$ cat src/rtl/keypad_scan_pkg.sv
// Shared types, key codes and helpers for the 4x4 keypad scanner.
package keypad_pkg;

  typedef enum logic [2:0] {
    ST_IDLE     = 3'd0,
    ST_SCAN     = 3'd1,
    ST_DEBOUNCE = 3'd2,
    ST_HELD     = 3'd3,
    ST_RELEASE  = 3'd4
  } kp_state_e;

  localparam logic [3:0] KEY_BKSP  = 4'hA;
  localparam logic [3:0] KEY_CLR   = 4'hB;
  localparam logic [3:0] KEY_ENTER = 4'hF;

  // (row,col) -> logical key code, row-major keypad layout:
  //   1 2 3 A / 4 5 6 B / 7 8 9 C / * 0 # D   with * = E and # = F
  function automatic logic [3:0] key_map(input logic [1:0] row, input logic [1:0] col);
    logic [3:0] code;
    case ({row, col})
      4'd0:    code = 4'h1;
      4'd1:    code = 4'h2;
      4'd2:    code = 4'h3;
      4'd3:    code = 4'hA;
      4'd4:    code = 4'h4;
      4'd5:    code = 4'h5;
      4'd6:    code = 4'h6;
      4'd7:    code = 4'hB;
      4'd8:    code = 4'h7;
      4'd9:    code = 4'h8;
      4'd10:   code = 4'h9;
      4'd11:   code = 4'hC;
      4'd12:   code = 4'hE;
      4'd13:   code = 4'h0;
      4'd14:   code = 4'hF;
      4'd15:   code = 4'hD;
      default: code = 4'h0;
    endcase
    return code;
  endfunction

  // Lowest-numbered active-low row: {found, index}.
  function automatic logic [2:0] first_low_row(input logic [3:0] row);
    logic [2:0] res;
    if (!row[0]) begin
      res = 3'b100;
    end else if (!row[1]) begin
      res = 3'b101;
    end else if (!row[2]) begin
      res = 3'b110;
    end else if (!row[3]) begin
      res = 3'b111;
    end else begin
      res = 3'b000;
    end
    return res;
  endfunction

  // Three BCD digits to binary (max 999 fits in 10 bits).
  function automatic logic [9:0] bcd3_to_bin(input logic [3:0] d2, input logic [3:0] d1,
                                              input logic [3:0] d0);
    logic [9:0] v;
    v = ({6'd0, d2} * 10'd100) + ({6'd0, d1} * 10'd10) + {6'd0, d0};
    return v;
  endfunction

endpackage

$ cat src/rtl/keypad_scan_if.sv
// CPU-facing memoryio bus of the keypad scanner.
interface keypad_scan_if;
  logic        key_cs;
  logic        key_read;
  logic [15:0] key_rdata;
  logic        key_valid;
  logic [3:0]  key_code;
  logic        key_pressed;

  modport master (
    output key_cs, key_read,
    input  key_rdata, key_valid, key_code, key_pressed
  );

  modport slave (
    input  key_cs, key_read,
    output key_rdata, key_valid, key_code, key_pressed
  );
endinterface

$ cat src/rtl/keypad_scan_tick.sv
// Scan-rate divider: one-cycle tick every SCAN_DIV clock cycles.
module keypad_tick
  import keypad_pkg::*;
#(
  parameter int SCAN_DIV = 50000
) (
  input  logic scan_clk,
  input  logic scan_rst,
  output logic tick
);

  localparam int CW = (SCAN_DIV > 1) ? $clog2(SCAN_DIV) : 1;
  localparam logic [CW-1:0] CNT_LAST = CW'(SCAN_DIV - 1);

  logic [CW-1:0] cnt_q, cnt_d;
  logic          tick_q, tick_d;

  // Wrap the counter and flag the wrap cycle.
  always_comb begin
    if (cnt_q == CNT_LAST) begin
      cnt_d  = '0;
      tick_d = 1'b1;
    end else begin
      cnt_d  = cnt_q + CW'(1);
      tick_d = 1'b0;
    end
  end

  // Divider registers.
  always_ff @(posedge scan_clk or posedge scan_rst) begin
    if (scan_rst) begin
      cnt_q  <= '0;
      tick_q <= 1'b0;
    end else begin
      cnt_q  <= cnt_d;
      tick_q <= tick_d;
    end
  end

  assign tick = tick_q;

endmodule

$ cat src/rtl/keypad_scan.sv
// 4x4 matrix keypad scanner with debounce and a 3-digit decimal entry buffer.
// Rows are synchronised through two flops; SCAN_DIV must leave at least three
// cycles between ticks so a new column drive is visible at the next sample.
module keypad_scan
  import keypad_pkg::*;
#(
  parameter int SCAN_DIV  = 50000,
  parameter int DEB_TICKS = 4
) (
  input  logic          scan_clk,
  input  logic          scan_rst,
  input  logic [3:0]    key_row,
  output logic [3:0]    key_col,
  keypad_scan_if.slave  bus
);

  localparam int DW = (DEB_TICKS > 1) ? $clog2(DEB_TICKS) : 1;
  localparam logic [DW-1:0] DEB_LAST = DW'(DEB_TICKS - 1);

  logic            tick_s;
  logic [3:0]      row_meta_q, row_meta_d, row_sync_q, row_sync_d;
  kp_state_e       state_q, state_d;
  logic [1:0]      col_idx_q, col_idx_d, row_idx_q, row_idx_d;
  logic [DW-1:0]   deb_cnt_q, deb_cnt_d;
  logic [3:0]      key_col_q, key_col_d;
  logic [3:0]      key_code_q, key_code_d;
  logic            key_pressed_q, key_pressed_d;
  logic            key_valid_q, key_valid_d;
  logic [2:0][3:0] digits_q, digits_d;
  logic [1:0]      count_q, count_d;
  logic [9:0]      value_q, value_d;
  logic            accept_s, any_low_s, read_s;
  logic [2:0]      low_s;
  logic [3:0]      accept_code_s;

  keypad_tick #(.SCAN_DIV(SCAN_DIV)) u_tick (
    .scan_clk (scan_clk),
    .scan_rst (scan_rst),
    .tick     (tick_s)
  );

  // Two-flop synchroniser for the asynchronous row lines.
  always_comb begin
    row_meta_d = key_row;
    row_sync_d = row_meta_q;
  end

  // Scan FSM: next state, column pointer, debounce count and key acceptance.
  always_comb begin
    state_d       = state_q;
    col_idx_d     = col_idx_q;
    row_idx_d     = row_idx_q;
    deb_cnt_d     = deb_cnt_q;
    accept_s      = 1'b0;
    any_low_s     = (row_sync_q != 4'hF);
    low_s         = first_low_row(row_sync_q);
    accept_code_s = key_map(row_idx_q, col_idx_q);
    if (tick_s) begin
      case (state_q)
        ST_IDLE: begin
          if (any_low_s) begin
            state_d   = ST_SCAN;
            col_idx_d = 2'd0;
          end else begin
            state_d = ST_IDLE;
          end
        end
        ST_SCAN: begin
          if (low_s[2]) begin
            state_d   = ST_DEBOUNCE;
            row_idx_d = low_s[1:0];
            deb_cnt_d = '0;
          end else if (col_idx_q == 2'd3) begin
            state_d = ST_IDLE;
          end else begin
            col_idx_d = col_idx_q + 2'd1;
          end
        end
        ST_DEBOUNCE: begin
          if (low_s[2] && (low_s[1:0] == row_idx_q)) begin
            if (deb_cnt_q == DEB_LAST) begin
              state_d  = ST_HELD;
              accept_s = 1'b1;
            end else begin
              deb_cnt_d = deb_cnt_q + DW'(1);
            end
          end else begin
            state_d = ST_IDLE;
          end
        end
        ST_HELD: begin
          if (!any_low_s) begin
            state_d   = ST_RELEASE;
            deb_cnt_d = '0;
          end else begin
            state_d = ST_HELD;
          end
        end
        ST_RELEASE: begin
          if (any_low_s) begin
            state_d = ST_HELD;
          end else if (deb_cnt_q == DEB_LAST) begin
            state_d = ST_IDLE;
          end else begin
            deb_cnt_d = deb_cnt_q + DW'(1);
          end
        end
        default: state_d = ST_IDLE;
      endcase
    end else begin
      state_d = state_q;
    end
    case (state_d)
      ST_IDLE: key_col_d = 4'b0000;
      default: key_col_d = ~(4'b0001 << col_idx_d);
    endcase
  end

  // Entry buffer, key event outputs and the CPU valid flag.
  always_comb begin
    read_s        = bus.key_cs && bus.key_read;
    key_code_d    = key_code_q;
    key_pressed_d = 1'b0;
    digits_d      = digits_q;
    count_d       = count_q;
    value_d       = bcd3_to_bin(digits_q[2], digits_q[1], digits_q[0]);
    if (accept_s) begin
      key_code_d    = accept_code_s;
      key_pressed_d = 1'b1;
      if (accept_code_s <= 4'd9) begin
        if (count_q != 2'd3) begin
          digits_d = {digits_q[1], digits_q[0], accept_code_s};
          count_d  = count_q + 2'd1;
        end else begin
          count_d = count_q;
        end
      end else begin
        case (accept_code_s)
          KEY_BKSP: begin
            if (count_q != 2'd0) begin
              digits_d = {4'd0, digits_q[2], digits_q[1]};
              count_d  = count_q - 2'd1;
            end else begin
              count_d = count_q;
            end
          end
          KEY_CLR: begin
            digits_d = '0;
            count_d  = 2'd0;
          end
          default: count_d = count_q;
        endcase
      end
    end else begin
      key_code_d = key_code_q;
    end
    // A fresh enter outranks a concurrent read-acknowledge.
    if (accept_s && (accept_code_s == KEY_ENTER)) begin
      key_valid_d = 1'b1;
    end else if (read_s && key_valid_q) begin
      key_valid_d = 1'b0;
    end else begin
      key_valid_d = key_valid_q;
    end
  end

  // Scan FSM state register and column drive.
  always_ff @(posedge scan_clk or posedge scan_rst) begin
    if (scan_rst) begin
      state_q   <= ST_IDLE;
      col_idx_q <= 2'd0;
      row_idx_q <= 2'd0;
      deb_cnt_q <= '0;
      key_col_q <= 4'b0000;
    end else begin
      state_q   <= state_d;
      col_idx_q <= col_idx_d;
      row_idx_q <= row_idx_d;
      deb_cnt_q <= deb_cnt_d;
      key_col_q <= key_col_d;
    end
  end

  // Synchroniser, entry buffer and output registers.
  always_ff @(posedge scan_clk or posedge scan_rst) begin
    if (scan_rst) begin
      row_meta_q    <= 4'hF;
      row_sync_q    <= 4'hF;
      key_code_q    <= 4'h0;
      key_pressed_q <= 1'b0;
      key_valid_q   <= 1'b0;
      digits_q      <= '0;
      count_q       <= 2'd0;
      value_q       <= 10'd0;
    end else begin
      row_meta_q    <= row_meta_d;
      row_sync_q    <= row_sync_d;
      key_code_q    <= key_code_d;
      key_pressed_q <= key_pressed_d;
      key_valid_q   <= key_valid_d;
      digits_q      <= digits_d;
      count_q       <= count_d;
      value_q       <= value_d;
    end
  end

  assign key_col         = key_col_q;
  assign bus.key_code    = key_code_q;
  assign bus.key_pressed = key_pressed_q;
  assign bus.key_valid   = key_valid_q;
  assign bus.key_rdata   = read_s ? {6'd0, value_q} : 16'd0;

endmodule

$ cat src/flat_wrapper.sv
// flat-port wrapper written by rule: the top's interface ports become plain ports
module keypad_scan_flat import keypad_pkg::*;
#(
  parameter int SCAN_DIV  = 50000,
  parameter int DEB_TICKS = 4
)
  (scan_clk, scan_rst, key_row, key_col, bus_key_cs, bus_key_read, bus_key_rdata, bus_key_valid, bus_key_code, bus_key_pressed);
  keypad_scan_if bus_i ();
  input  logic scan_clk;
  input  logic scan_rst;
  input  logic [3:0] key_row;
  output logic [3:0] key_col;
  input wire logic [$bits(bus_i.key_cs)-1:0] bus_key_cs;
  input wire logic [$bits(bus_i.key_read)-1:0] bus_key_read;
  output wire logic [$bits(bus_i.key_rdata)-1:0] bus_key_rdata;
  output wire logic [$bits(bus_i.key_valid)-1:0] bus_key_valid;
  output wire logic [$bits(bus_i.key_code)-1:0] bus_key_code;
  output wire logic [$bits(bus_i.key_pressed)-1:0] bus_key_pressed;
  assign bus_i.key_cs = bus_key_cs;
  assign bus_i.key_read = bus_key_read;
  assign bus_key_rdata = bus_i.key_rdata;
  assign bus_key_valid = bus_i.key_valid;
  assign bus_key_code = bus_i.key_code;
  assign bus_key_pressed = bus_i.key_pressed;
  keypad_scan #(.SCAN_DIV(SCAN_DIV), .DEB_TICKS(DEB_TICKS)) u_core (.scan_clk(scan_clk), .scan_rst(scan_rst), .key_row(key_row), .key_col(key_col), .bus(bus_i));
endmodule
$ cat config.mk
export PLATFORM = sky130hd
export DESIGN_NAME = keypad_scan_flat
export DESIGN_NICKNAME = d
export VERILOG_FILES = /design/src/rtl/keypad_scan_pkg.sv /design/src/rtl/keypad_scan_if.sv /design/src/rtl/keypad_scan_tick.sv /design/src/rtl/keypad_scan.sv /design/src/flat_wrapper.sv
export SDC_FILE = /design/constraint.sdc
export NUM_CORES = 1
export LEC_CHECK = 0
export BUFFER_PORTS_ARGS = -buffer_cell sky130_fd_sc_hd__buf_2
export CAP_MARGIN = 5
export CORE_MARGIN = 1.5
export CORE_UTILIZATION = 30
export DETAILED_ROUTE_END_ITERATION = 8
export RECOVER_POWER = 100
export SLEW_MARGIN = 30
export SYNTH_ARGS = -nofsm -noshare
export SYNTH_HDL_FRONTEND = slang
export SYNTH_SLANG_ARGS = --single-unit
$ cat constraint.sdc
create_clock -name scan_clk -period 2.65 [get_ports scan_clk]
set_input_delay 0.1325 -clock scan_clk [delete_from_list [all_inputs] [get_ports scan_clk]]
set_output_delay 0.1325 -clock scan_clk [all_outputs]
set_load 0.03 [all_outputs]
### Word-level counts from Yosys, hierarchy flattened

Memory sizes are Yosys's and may differ from the RTL's.
Index checks and enable logic that the tools add are counted.

| operators by class | value |
|---|---|
| add/subtract/negate cells | 7 |
| $mul | 2 |
| order comparisons | 1 |
| equality and inequality tests | 19 |
| shift-type cells | 1 |
| mux-type cells | 44 |
| bitwise logic cells | 1 |
| reductions and logical operators | 13 |

Operators by type and width:

| operator | number |
|---|---|
| 2-to-1 mux 12 bit | 3 |
| 2-to-1 mux 3 bit | 12 |
| 2-to-1 mux 2 bit | 12 |
| one-hot mux 12 bit (2 select lines) | 1 |
| adder 16 x 1 -> 16 bit (second input constant) | 1 |
| equality test 16 bit (second input constant) | 1 |
| 2-to-1 mux 16 bit | 1 |
| one-hot mux 3 bit (5 select lines) | 1 |
| equality test 4 bit (second input constant) | 3 |
| adder 10 x 4 -> 10 bit | 1 |
| adder 10 x 8 -> 10 bit | 1 |
| 2-to-1 mux 10 bit | 1 |
| 2-to-1 mux 1 bit | 9 |
| multiplier 4 x 5 -> 8 bit (second input constant) | 1 |
| inequality test 2 bit (second input constant) | 4 |
| one-hot mux 2 bit (2 select lines) | 2 |
| one-hot mux 2 bit (4 select lines) | 1 |
| multiplier 4 x 3 -> 7 bit (second input constant) | 1 |
| adder 2 x 1 -> 2 bit (second input constant) | 3 |
| equality test 3 x 2 -> 1 bit (second input constant) | 2 |
| zero test 3 bit | 2 |
| AND reduction 6 bit | 1 |
| equality test 2 bit (second input constant) | 2 |
| <= comparator 4 bit (second input constant) | 1 |
| 16 further kinds | 21 |

| storage, ports and cells | value |
|---|---|
| register bits after elaboration | 68 |
| ROM bits | 64 |
| output and inout bits | 26 |
| word-level logic and storage cells | 106 |
| memories kept | 1 |

Memory list:

| memory | depth | bits a word | read ports | clocked after Yosys merged registers in | wr ports | RTL line | text |
|---|---|---|---|---|---|---|---|
| (name not given) | 16 | 4 | 1 | 0 | 0 | keypad_scan_pkg.sv:20 | `case ({row, col})` |

### Depth between registers and ports, before layout

| logic depth | value |
|---|---|
| word-level depth | 11 |
| depth in mapped cells | 12 |
| gate-level depth less buffers | 12 |

### By module

A second synthesis with hierarchy kept.

| unflattened totals | value |
|---|---|
| cells, all modules | 370 |
| area total of the unflattened synthesis | 3897.5 um^2 |

Modules (own cells, without submodules):

| module | times used | cells an instance | area each (um^2) | sequential area each (um^2) |
|---|---|---|---|---|
| keypad_scan | 1 | 301 | 3115.5 | 1286.2 |
| keypad_tick | 1 | 69 | 782.0 | 425.4 |

### Least setup slack after synthesis

No wires, ideal clock.

| timing | value |
|---|---|
| path kind | register to register |
| from | register u_core.digits_q[5] (netlist bit) |
| to | register u_core.value_q[8] |
| data arrival time | 2567 ps |
| data required time | 2528 ps |
| path slack | -40 ps |
| stages on the path, launching flop included | 13 |
| buffers on the path | 0 |
| period minus slack after synthesis | 2690 ps |
| path through | dfrtp_1 > ha_1 > ha_1 > inv_1 > fa_1 > inv_1 > ha_1 > ha_1 > o21ai_0 > a21boi_0 > o21a_1 > nor2_1 > xnor2_1 |

| between the ends | value |
|---|---|
| longest elaborated chain between the ends | 3 |

RTL lines:

| item | RTL line | text |
|---|---|---|
| start, declared | keypad_scan.sv:29 | `logic [2:0][3:0] digits_q, digits_d;` |
| start signal, assigned | keypad_scan.sv:201 | `digits_q <= digits_d;` |
| multiplier 4 x 3 -> 7 bit | keypad_scan_pkg.sv:63 | `v = ({6'd0, d2} * 10'd100) + ({6'd0, d1} * 10'd10) + {6'd0, d0};` |
| adder 10 x 8 -> 10 bit | keypad_scan_pkg.sv:63 |  |
| adder 10 x 4 -> 10 bit | keypad_scan_pkg.sv:63 |  |
| named net u_core.value_d[8] | keypad_scan.sv:31 | `logic [9:0] value_q, value_d;` |
| end signal, assigned | keypad_scan.sv:203 | `value_q <= value_d;` |
| end, declared | keypad_scan.sv:31 |  |

The timed path passes the listed nets, and every way through them passes these cells.
A chain may end at the register's enable or synchronous reset.

### Worst setup path after layout

| timing | value |
|---|---|
| from | register u_core.digits_q[7] (netlist bit) |
| to | register u_core.value_q[9] |

The elaborated chain is that of the path after synthesis.

==> impl_metrics.env <==
export IMPL_grt_max_degree=39
export IMPL_max_freq_ghz=0.386
export IMPL_final_antenna_net_count=0
export IMPL_worst_path_most_repeated_cell="ha_4"
export IMPL_fin_crit_ps=2590
export IMPL_r2r_start="u_core.digits_q[7]"
export IMPL_yosysSeqAreaShare_pct=43.6
export IMPL_fin_crit_sh_pct=97.7
export IMPL_drt_first_pass_iters=4
export IMPL_wl_um=7620
export IMPL_syn_area_per_cell_um2=10.6
export IMPL_cp_end_kind="flop"
export IMPL_hp_class="in -> reg"
export IMPL_cts_tree="done"
export IMPL_overflow=0
export IMPL_fin_nets=468
export IMPL_async_flop_share_pct=100
export IMPL_timing_worst_setup_path_type="reg -> reg"
export IMPL_ios=34
export IMPL_startpoint="u_core.digits_q[7]"
export IMPL_drt_iter0_drc=95
export IMPL_design_area_mm2=0.00484
export IMPL_crit_required_ps=2900
export IMPL_multi_input_area_mm2=0.00216
export IMPL_instances_no_fill=601
export IMPL_grt_usage_pct=11.9
export IMPL_post_place_ws_ps=-77.2
export IMPL_numCtsBuffers=9
export IMPL_wl_per_cell_um=12.7
export IMPL_diodes=0
export IMPL_post_dp_hpwl_um=5530
export IMPL_synthFlopType="dfrtp_1"
export IMPL_globalplace_congestion=0.755
export IMPL_via_per_inst=4.63
export IMPL_r2r_slack_ps=60
export IMPL_syn_instance_count=371
export IMPL_rows=41
export IMPL_vias=2784
export IMPL_total_power_uw=2290
export IMPL_r2r_cells=11
export IMPL_holdPathEnd="u_core.bus.key_valid"
export IMPL_yosysWarningCount=0
export IMPL_cts_htree_levels=3
export IMPL_irDropWorstVdd_mv=0.279
export IMPL_crit_fanout=3
export IMPL_cp_num_buf_inv=2
export IMPL_worst_pin_slew_ps=1220
export IMPL_finalHoldViolations=0
export IMPL_dp_cells=573
export IMPL_drive_gt1_share_pct=21.0
export IMPL_slew_headroom_pct=18.3
export IMPL_grt_pass1_wl_um=13400
export IMPL_ys_ff_latch=68
export IMPL_synthToLayoutAreaGrowth_pct=23.2
export IMPL_power_density_mw_per_mm2=473
export IMPL_setup_ws_ps=60.0
export IMPL_rsz0062_at_grt="yes"
export IMPL_leakage_uw=0.00223
export IMPL_max_cap_viol_count=0
export IMPL_synth_cell_type_count=65
export IMPL_cts_root_buf="clkbuf_16"
export IMPL_drc_errors=0
export IMPL_cp_top_family="adder cells"
export IMPL_clock_latency_ps=330
export IMPL_outcome="completed"
export IMPL_slew_viol_final=0
export IMPL_die_height_um=117
export IMPL_holdPathStages=3
export IMPL_fin_skew_ps=6.28
export IMPL_clkTransAtPathRegs_ps=50
export IMPL_antenna_found_initial=0
export IMPL_synth_edff_count=0
export IMPL_path_cells="ha_4 > ha_4 > inv_2 > fa_2 > inv_2 > ha_4 > ha_4 > nand2_2 > o21ai_2 > o41ai_2 > xnor2_1"
export IMPL_max_stage_delay_ps=520
export IMPL_netlist_area_mm2=0.00393
export IMPL_placed_cell_area_mm2=0.00435
export IMPL_cp_slowest_cell="fa_2"
export IMPL_start_util_pct=31.0
export IMPL_r2r_end="u_core.value_q[9]"
export IMPL_grt_pass1_vias=2889
export IMPL_crit_arrival_ps=2840
export IMPL_die_x_um=117
export IMPL_cp_start_kind="flop"
export IMPL_regArea_mm2=0.00171
export IMPL_core_mm2=0.0127
export IMPL_fill_cells=1257
export IMPL_io_buffer_count=27
export IMPL_hold_start="bus_key_read"
export IMPL_dieArea_mm2=0.0138
export IMPL_clock_sinks=68
export IMPL_finalSetupViolCount=0
export IMPL_clk_path_buf_depth=2
[cells in the final DEF (no fill, tap or decap), drive strengths merged, types with 4 or more instances in the layout]
cell / instances
nor2b: 9
a22o: 5
dlygate4sd3: 5
xor2: 6
inv: 33
o21ai: 14
ha: 31
and3: 11
nand4: 6
buf: 28
a21oi: 12
xnor2: 16
mux2i: 8
dfstp: 8
nand2: 26
dfrtp: 60
nand3: 9
nor3: 5
fa: 5
a21o: 5
clkbuf: 32
nor3b: 4
mux2: 10
nor2: 25
a21boi: 5
a22oi: 4
conb: 6
[routing by layer]
layer  part of all wire [%]  global-route usage, %
met3                    3.2                   3.11
met1                     46                   13.5
met2                     49                   21.2
met4                    1.6                   4.55
met5                      0                      0
[worst max-delay path by stage]
stage,to,slack (ps),cells after the start
2_1_floorplan,u_core.value_q[9],20,11
3_3_place_gp,u_core.value_q[9],7,11
3_5_place_dp,u_core.value_q[9],-80,11
4_1_cts,u_core.value_q[9],-50,11
5_1_grt,u_core.value_q[8],-20,11
6_report,u_core.value_q[9],60,11
[synth_stat cells (all sizes together) (9+ instances only)]
| master | n | area share [%] |
|---|---|---|
| inv | 32 | 3.1 |
| nor2b | 9 | 1.4 |
| nor2 | 25 | 2.4 |
| a21oi | 12 | 1.6 |
| o21ai | 14 | 1.8 |
| xnor2 | 16 | 3.6 |
| and3 | 11 | 1.8 |
| dfrtp | 60 | 38 |
| mux2 | 10 | 3.2 |
| buf | 9 | 1.8 |
| nand2 | 26 | 2.5 |
| ha | 31 | 9.9 |
| nand3 | 9 | 1.1 |
[registers in the layout (all words and copies together) (netlist names), 3 cells and up]
register / flops
u_core.key_col: 4
u_core.digits_q: 12
u_core.bus.key_code: 4
u_core.row_meta_q: 4
u_core.value_q: 10
u_core.state_q: 3
u_core.row_sync_q: 4
u_core.u_tick.cnt_q: 16
[worst min-delay path, delay by kind of cell]
family	cells	cell delay [ps]
AO/OA/AOI/OAI	1	110
buffers and inverters	1	150
AND/OR/NAND/NOR	1	90
[layout make-up]
type | instances | area share (%)
clock buffers | 11 | 4.81
multi-input cells | 259 | 44.6
inverters | 32 | 2.48
well taps | 172 | 4.45
repair buffers | 54 | 6.91
clock inverters | 5 | 1.29
flip-flops and latches | 68 | 35.4
[cells by family (layout without fill, tap and decap cells)]
kind of cell	Yosys count	count (layout)	synth area share, %
muxes	18	18	5.51
DFF	68	68	43.6
xor gates and xnor gates	22	22	4.91
other	1	6	0.0955
adders and majority gates	36	36	12.4
buffers and inverters	49	102	5.77
and+or+nand+nor	111	111	14.9
AOI/OAI and AO/OA	66	66	12.8
[report_power, final]
| part | switching (µW) | leakage [µW] | total (µW) | internal [µW] |
|---|---|---|---|---|
| clock | 443 | 0.000136 | 1180 | 733 |
| sequential | 5.15 | 0.000906 | 1060 | 1050 |
| combinational | 42.1 | 0.00118 | 57.3 | 15.2 |
[per-stage QoR]
step,TNS [ps],util [%],hold WS (ps)
detailed placement,-99.5,34.4,239
global route,-39.5,38.2,216
CTS,-49.8,37.4,180
finish,0,38.2,194
floorplan,0,-,137
global placement,0,34.4,240
[what timing repair did]
| item | CTS | global route |
|---|---|---|
| endpoints found under the setup margin | 2 | 9 |
| buffers inserted | 0 | 7 |
| pin swaps | 12 | 14 |
| hold buffers | 5 | 0 |
| resized for setup | 9 | 15 |
| hold endpoints to repair | 34 | 0 |
| gates cloned | 0 | 0 |
(Power assumes the default switching activity.)
